`src/rtl/accel_frame_rotator.sv`:
```
// accel_frame_rotator
//   Rotates a signed 3-axis accelerometer sample about Z, Y or X by one angle
//   given as Q(FRAC) sine/cosine, or passes it through unchanged. A single
//   signed multiplier is shared across four product states. Operands are
//   captured on start, so the sample register upstream may change while busy.
//
//   state | meaning
//   IDLE  | waiting for enable; operands latched on the start edge
//   M0    | acc_a  = a*cos
//   M1    | acc_a -= b*sin
//   M2    | acc_b  = a*sin
//   M3    | acc_b += b*cos
//   WB    | round/fit accumulators, register outputs, pulse Done
//
// Ports
//   clk, rst           clock, synchronous active-high reset
//   enable             start request, only looked at in IDLE
//   mode               0: about Z, 1: about Y, 2: about X, 3: bypass
//   AcX/AcY/AcZ        signed input vector
//   sdseno/sdcoseno    signed Q(FRAC) sin/cos
//   XAc/YAc/ZAc        registered result, held until the next Done
//   Busy               high while a transform is in progress
//   Done               one-cycle pulse when results update
module accel_frame_rotator #(
  parameter int DATA_W   = 16,
  parameter int TRIG_W   = 16,
  parameter int FRAC     = 13,
  parameter int OUT_W    = 32,
  parameter bit SATURATE = 1'b0
) (
  input  logic                     clk,
  input  logic                     rst,
  input  logic                     enable,
  input  logic [1:0]               mode,
  input  logic signed [DATA_W-1:0] AcX,
  input  logic signed [DATA_W-1:0] AcY,
  input  logic signed [DATA_W-1:0] AcZ,
  input  logic signed [TRIG_W-1:0] sdseno,
  input  logic signed [TRIG_W-1:0] sdcoseno,
  output logic signed [OUT_W-1:0]  XAc,
  output logic signed [OUT_W-1:0]  YAc,
  output logic signed [OUT_W-1:0]  ZAc,
  output logic                     Busy,
  output logic                     Done
);

  localparam int PROD_W = DATA_W + TRIG_W;
  localparam int ACC_W  = PROD_W + 1;
  // One extra bit so adding the rounding constant can never wrap.
  localparam int SUM_W  = ACC_W + 1;
  localparam int RES_W  = SUM_W - FRAC;
  localparam logic signed [SUM_W-1:0] RND = SUM_W'(1) <<< (FRAC - 1);

  typedef enum logic [2:0] {S_IDLE, S_M0, S_M1, S_M2, S_M3, S_WB} state_t;

  state_t r_state, w_state_nxt;

  logic [1:0]               r_mode;
  logic signed [DATA_W-1:0] r_x, r_y, r_z;
  logic signed [TRIG_W-1:0] r_sin, r_cos;
  logic signed [ACC_W-1:0]  r_acc_a, r_acc_b;
  logic signed [OUT_W-1:0]  r_xac, r_yac, r_zac;
  logic                     r_done;

  logic                     w_start;
  logic signed [DATA_W-1:0] w_pa, w_pb, w_op_d;
  logic signed [TRIG_W-1:0] w_op_t;
  logic signed [PROD_W-1:0] w_prod;
  logic signed [SUM_W-1:0]  w_sum_a, w_sum_b;
  logic signed [RES_W-1:0]  w_res_a, w_res_b;
  logic signed [OUT_W-1:0]  w_fit_a, w_fit_b;
  logic signed [OUT_W-1:0]  w_px, w_py, w_pz;

  assign w_start = (r_state == S_IDLE) && enable;

  always_comb begin
    w_state_nxt = r_state;
    case (r_state)
      S_IDLE:  if (enable) w_state_nxt = S_M0;
      S_M0:    w_state_nxt = S_M1;
      S_M1:    w_state_nxt = S_M2;
      S_M2:    w_state_nxt = S_M3;
      S_M3:    w_state_nxt = S_WB;
      S_WB:    w_state_nxt = S_IDLE;
      default: w_state_nxt = S_IDLE;
    endcase
  end

  // Pair selection (a,b) and per-state multiplier operands.
  always_comb begin
    w_pa   = r_x;
    w_pb   = r_y;
    case (r_mode)
      2'd1:    begin w_pa = r_z; w_pb = r_x; end
      2'd2:    begin w_pa = r_y; w_pb = r_z; end
      default: begin w_pa = r_x; w_pb = r_y; end
    endcase
    w_op_d = w_pa;
    w_op_t = r_cos;
    case (r_state)
      S_M1:    begin w_op_d = w_pb; w_op_t = r_sin; end
      S_M2:    begin w_op_d = w_pa; w_op_t = r_sin; end
      S_M3:    begin w_op_d = w_pb; w_op_t = r_cos; end
      default: begin w_op_d = w_pa; w_op_t = r_cos; end
    endcase
  end

  assign w_prod  = w_op_d * w_op_t;

  // Round half up, then drop the fractional bits.
  assign w_sum_a = SUM_W'(r_acc_a) + RND;
  assign w_sum_b = SUM_W'(r_acc_b) + RND;
  assign w_res_a = w_sum_a[SUM_W-1:FRAC];
  assign w_res_b = w_sum_b[SUM_W-1:FRAC];

  generate
    if (RES_W <= OUT_W) begin : g_ext
      assign w_fit_a = OUT_W'(w_res_a);
      assign w_fit_b = OUT_W'(w_res_b);
    end else if (SATURATE) begin : g_sat
      localparam logic signed [OUT_W-1:0] MAXV = {1'b0, {(OUT_W-1){1'b1}}};
      localparam logic signed [OUT_W-1:0] MINV = {1'b1, {(OUT_W-1){1'b0}}};
      logic w_ovf_a, w_ovf_b;
      // In range only if every dropped bit matches the new sign bit.
      assign w_ovf_a = ~((&w_res_a[RES_W-1:OUT_W-1]) | ~(|w_res_a[RES_W-1:OUT_W-1]));
      assign w_ovf_b = ~((&w_res_b[RES_W-1:OUT_W-1]) | ~(|w_res_b[RES_W-1:OUT_W-1]));
      assign w_fit_a = w_ovf_a ? (w_res_a[RES_W-1] ? MINV : MAXV) : w_res_a[OUT_W-1:0];
      assign w_fit_b = w_ovf_b ? (w_res_b[RES_W-1] ? MINV : MAXV) : w_res_b[OUT_W-1:0];
    end else begin : g_wrap
      assign w_fit_a = w_res_a[OUT_W-1:0];
      assign w_fit_b = w_res_b[OUT_W-1:0];
    end
  endgenerate

  assign w_px = OUT_W'(r_x);
  assign w_py = OUT_W'(r_y);
  assign w_pz = OUT_W'(r_z);

  always_ff @(posedge clk) begin
    if (rst) begin
      r_state <= S_IDLE;
      r_mode  <= '0;
      r_x     <= '0;
      r_y     <= '0;
      r_z     <= '0;
      r_sin   <= '0;
      r_cos   <= '0;
      r_acc_a <= '0;
      r_acc_b <= '0;
      r_xac   <= '0;
      r_yac   <= '0;
      r_zac   <= '0;
      r_done  <= 1'b0;
    end else begin
      r_state <= w_state_nxt;
      r_done  <= 1'b0;
      if (w_start) begin
        r_mode <= mode;
        r_x    <= AcX;
        r_y    <= AcY;
        r_z    <= AcZ;
        r_sin  <= sdseno;
        r_cos  <= sdcoseno;
      end
      case (r_state)
        S_M0: r_acc_a <= ACC_W'(w_prod);
        S_M1: r_acc_a <= r_acc_a - ACC_W'(w_prod);
        S_M2: r_acc_b <= ACC_W'(w_prod);
        S_M3: r_acc_b <= r_acc_b + ACC_W'(w_prod);
        S_WB: begin
          r_done <= 1'b1;
          case (r_mode)
            2'd0:    begin r_xac <= w_fit_a; r_yac <= w_fit_b; r_zac <= w_pz;    end
            2'd1:    begin r_zac <= w_fit_a; r_xac <= w_fit_b; r_yac <= w_py;    end
            2'd2:    begin r_yac <= w_fit_a; r_zac <= w_fit_b; r_xac <= w_px;    end
            default: begin r_xac <= w_px;    r_yac <= w_py;    r_zac <= w_pz;    end
          endcase
        end
        default: ;
      endcase
    end
  end

  assign XAc  = r_xac;
  assign YAc  = r_yac;
  assign ZAc  = r_zac;
  assign Busy = (r_state != S_IDLE);
  assign Done = r_done;

endmodule

```
`config.mk`:
```
export PLATFORM = sky130hd
export DESIGN_NAME = accel_frame_rotator
export DESIGN_NICKNAME = d
export VERILOG_FILES = /design/src/rtl/accel_frame_rotator.sv
export SDC_FILE = /design/constraint.sdc
export NUM_CORES = 1
export LEC_CHECK = 0
export CAP_MARGIN = 15
export CELL_PAD_IN_SITES_DETAIL_PLACEMENT = 0
export CELL_PAD_IN_SITES_GLOBAL_PLACEMENT = 1
export CORE_MARGIN = 5
export CORE_UTILIZATION = 41
export CTS_BUF_LIST = sky130_fd_sc_hd__clkbuf_4
export CTS_CLUSTER_SIZE = 8
export DETAILED_ROUTE_END_ITERATION = 8
export PLACE_DENSITY_LB_ADDON = 0.12
export SYNTH_ARGS = -nofsm -noshare
export SYNTH_HDL_FRONTEND = slang
export SYNTH_SLANG_ARGS = --single-unit
```
`constraint.sdc`:
```
create_clock -name clk -period 13.2 [get_ports clk]
set_input_delay 3.96 -clock clk [delete_from_list [all_inputs] [get_ports clk]]
set_output_delay 3.96 -clock clk [all_outputs]
set_load 0.1 [all_outputs]
```
==> results_dict.tcl <==
set metrics [dict create \
    stdcell_count 3948 \
    cts_root_buf "clkbuf_4" \
    regArea_mm2 0.00430 \
    placed_cells 3821 \
    synth-seq-cells 215 \
    numCtsBuffers 69 \
    cellLeakagePower_nw 11.9 \
    fin_nets 3624 \
    hold_buffers 0 \
    cap_violations 0 \
    h-tree-depth 3 \
    drive_gt1_share_pct 7.49 \
    synth_cells 3007 \
    hold_class "reg -> reg" \
    drc 0 \
    cpPeakStageDelay_ns 0.94 \
    setup_violations 0 \
    grt_usage_pct 26.4 \
    p_total_w 0.00345 \
    multi_input_comb_area_mm2 0.0175 \
    postCtsSetupBuffers 0 \
    cp_max_fo 18 \
    first_iter_violations 1568 \
    path_clk_slew_ns 0.06 \
    grt_start_max_net_pins 91 \
    syn_area_mm2 0.0240 \
    post-place-ws_ns 1.18 \
    slew_headroom_pct 18.5 \
    fin_crit_sh_pct 91.2 \
    synth_nets 3503 \
    avgRoutedWirePerCell_um 21.8 \
    yosysMostFrequentCell "nand2_1" \
    dpl.hpwl_mm 68.4 \
    syn_avg_cell_area_um2 7.97 \
    grt_pass1_wl_mm 130 \
    synth_ff_type "dfxtp_1" \
    synth.area.top_cells "fa_1 22%, dfxtp_1 18%, ha_1 7.7%" \
    core-area_mm2 0.0578 \
    cts.sinks 215 \
    synth_edf_count 0 \
    via_per_inst 5.56 \
    ys_types 93 \
    startpoint_type "flop" \
    ys_seq_area_share_pct 18.0 \
    overflow 0 \
    final.fill_count 5815 \
    dieArea_mm2 0.0634 \
    syn2layout_area_growth_pct 13.4 \
    fin_ws_ns 1.16 \
    cp_data_required_time_ns 13.89 \
    hold_viol_final 0 \
    max_freq_mhz 83.1 \
    path_common_cell "fa_1" \
    placementRows 88 \
    io_buffers 182 \
    die_y_um 252 \
    power_density_mw_per_mm2 127 \
    worst_clock_skew_ns 0.0917 \
    tightest_slew_ns 1.22 \
    critical_path_class "reg -> reg" \
    cp-startpoint "r_state[1]$_SDFFE_PP0P_" \
    arrival_ns 12.73 \
    start_util_pct 41.5 \
    cts_buffer_depth 3 \
    worstSetupEndpointType "flop" \
    layout_min_cycle_time_ns 12.04 \
    fp.dieW_um 252 \
    cpMaxStageDelayCell "nor2_2" \
    r2r_slack_ns 1.16 \
    async_flop_share_pct 0 \
    outcome "completed" \
    cts_tree "done" \
    yosys_warnings 0 \
    synth_top_area_cell "fa_1" \
    ir_drop_uv 67.7 \
    drv_slew 0 \
    clock_latency_ns 0.81 \
    wirelength_mm 86.2 \
    post_cts_resized 0 \
    synth_top_cell_area_share_pct 22.0 \
    gp_congestion 0.963 \
    rsz0062_at_grt "false" \
    pin_count 183 \
    final_antenna_net_count 0 \
    hold_start "r_cos[4]$_SDFFE_PP0P_" \
    antenna_found_initial 2 \
    rr_startpoint "r_state[1]$_SDFFE_PP0P_" \
    first_pass_iters 8 \
    setup_tns_ns 0 \
    grt_pass1_vias 21876 \
    vias 21942 \
    ys_top_cells_by_count "413 x nand2_1, 393 x nor2_1, 353 x inv_1, 264 x fa_1, 239 x a21oi_1" \
]
-- placed cells by master (no fill, tap or decap), types with 7 or more instances in the layout --
cell / count
nand4_1: 14
nor3_1: 50
a221o_1: 15
nand3_1: 45
nand3b_1: 7
nand2_1: 412
a21o_1: 41
and3_1: 15
mux2i_1: 52
a2111oi_0: 9
o211ai_1: 7
clkdlybuf4s50_1: 181
o22ai_1: 7
a311oi_1: 8
clkinv_1: 20
fa_1: 264
a211oi_1: 53
buf_4: 46
a221oi_1: 11
xnor2_1: 79
nand2b_1: 17
clkbuf_4: 94
o21a_1: 12
or2_2: 11
a31oi_1: 8
dfxtp_1: 215
a21oi_1: 239
o21ai_0: 99
inv_1: 353
xor2_1: 40
a222oi_1: 16
nor2b_1: 10
a22oi_1: 37
ha_1: 146
nor2_1: 392
mux2_2: 24
-- metal layers --
layer	vias up	wire length, um	GRT usage, %
met5	-	0	0
met4	0	4280	11.6
met3	179	5170	4.29
met2	747	41300	44.8
met1	10789	35400	33.4
li1	10227	-	-
-- cells by family (layout without fill, tap and decap cells) --
| kind of cell | after synthesis | after routing | synth area share, % |
|---|---|---|---|
| and+or+nand+nor | 1021 | 1021 | 18.1 |
| AOI/OAI and AO/OA | 615 | 615 | 16.7 |
| buffers and inverters | 533 | 705 | 9.15 |
| adders and majority gates | 419 | 419 | 30.1 |
| DFF | 215 | 215 | 18.0 |
| xor gates and xnor gates | 121 | 121 | 4.48 |
| muxes | 83 | 83 | 3.62 |
| other | 0 | 4 | 0 |
-- per-stage QoR --
step	cell area, um^2	hold WS, ns	util (%)
3_5_place_dp	26300	0.452	45.5
5_1_grt	27200	0.480	47.0
6_report	27200	0.456	47.0
4_1_cts	27200	0.460	47.0
3_3_place_gp	26300	0.443	45.4
2_1_floorplan	24000	0.436	-
-- final cells by class --
cell class | count | area share, %
sequential | 215 | 15.8
multi-input combinational | 2259 | 64.4
timing repair buffer | 228 | 7.97
clock inverter | 28 | 0.741
inverter | 355 | 4.91
tap | 765 | 3.52
clock buffer | 94 | 2.59
antenna | 4 | 0.0368
-- critical path: cells and delay by family, from the launching register on --
kind | cells | cell delay, ns
buffers and inverters | 3 | 0.15
adder cells (fa/ha/maj) | 10 | 4.55
flip-flops | 1 | 0.42
AO/OA/AOI/OAI | 15 | 2.96
XOR/XNOR | 1 | 0.36
multiplexers | 2 | 1.46
AND/OR/NAND/NOR | 6 | 2.07
-- worst paths after layout --
| path | depth (start not counted) | end |
|---|---|---|
| worst max register to register | 37 | r_acc_a[32]$_SDFFE_PP0P_ |
| worst min register to register | 2 | r_cos[4]$_SDFFE_PP0P_ |
| worst min-delay path | 2 | r_cos[4]$_SDFFE_PP0P_ |
| worst max-delay path | 37 | r_acc_a[32]$_SDFFE_PP0P_ |
-- where the power goes --
| group | total, W | internal, W | leakage [nW] | switching, W |
|---|---|---|---|---|
| Clock | 0.000733 | 0.000391 | 0.530 | 0.000342 |
| Sequential | 0.000801 | 0.000706 | 1.75 | 0.0000947 |
| Combinational | 0.00191 | 0.000718 | 9.65 | 0.00119 |
| Total | 0.00345 | 0.00181 | 11.9 | 0.00163 |
-- sequential cells by signal (all words and copies together) (netlist names), 21 cells and up --
name	count
r_acc_a	33
r_acc_b	33
XAc	21
YAc	21
ZAc	21
Power figures use the tool's default switching activity.
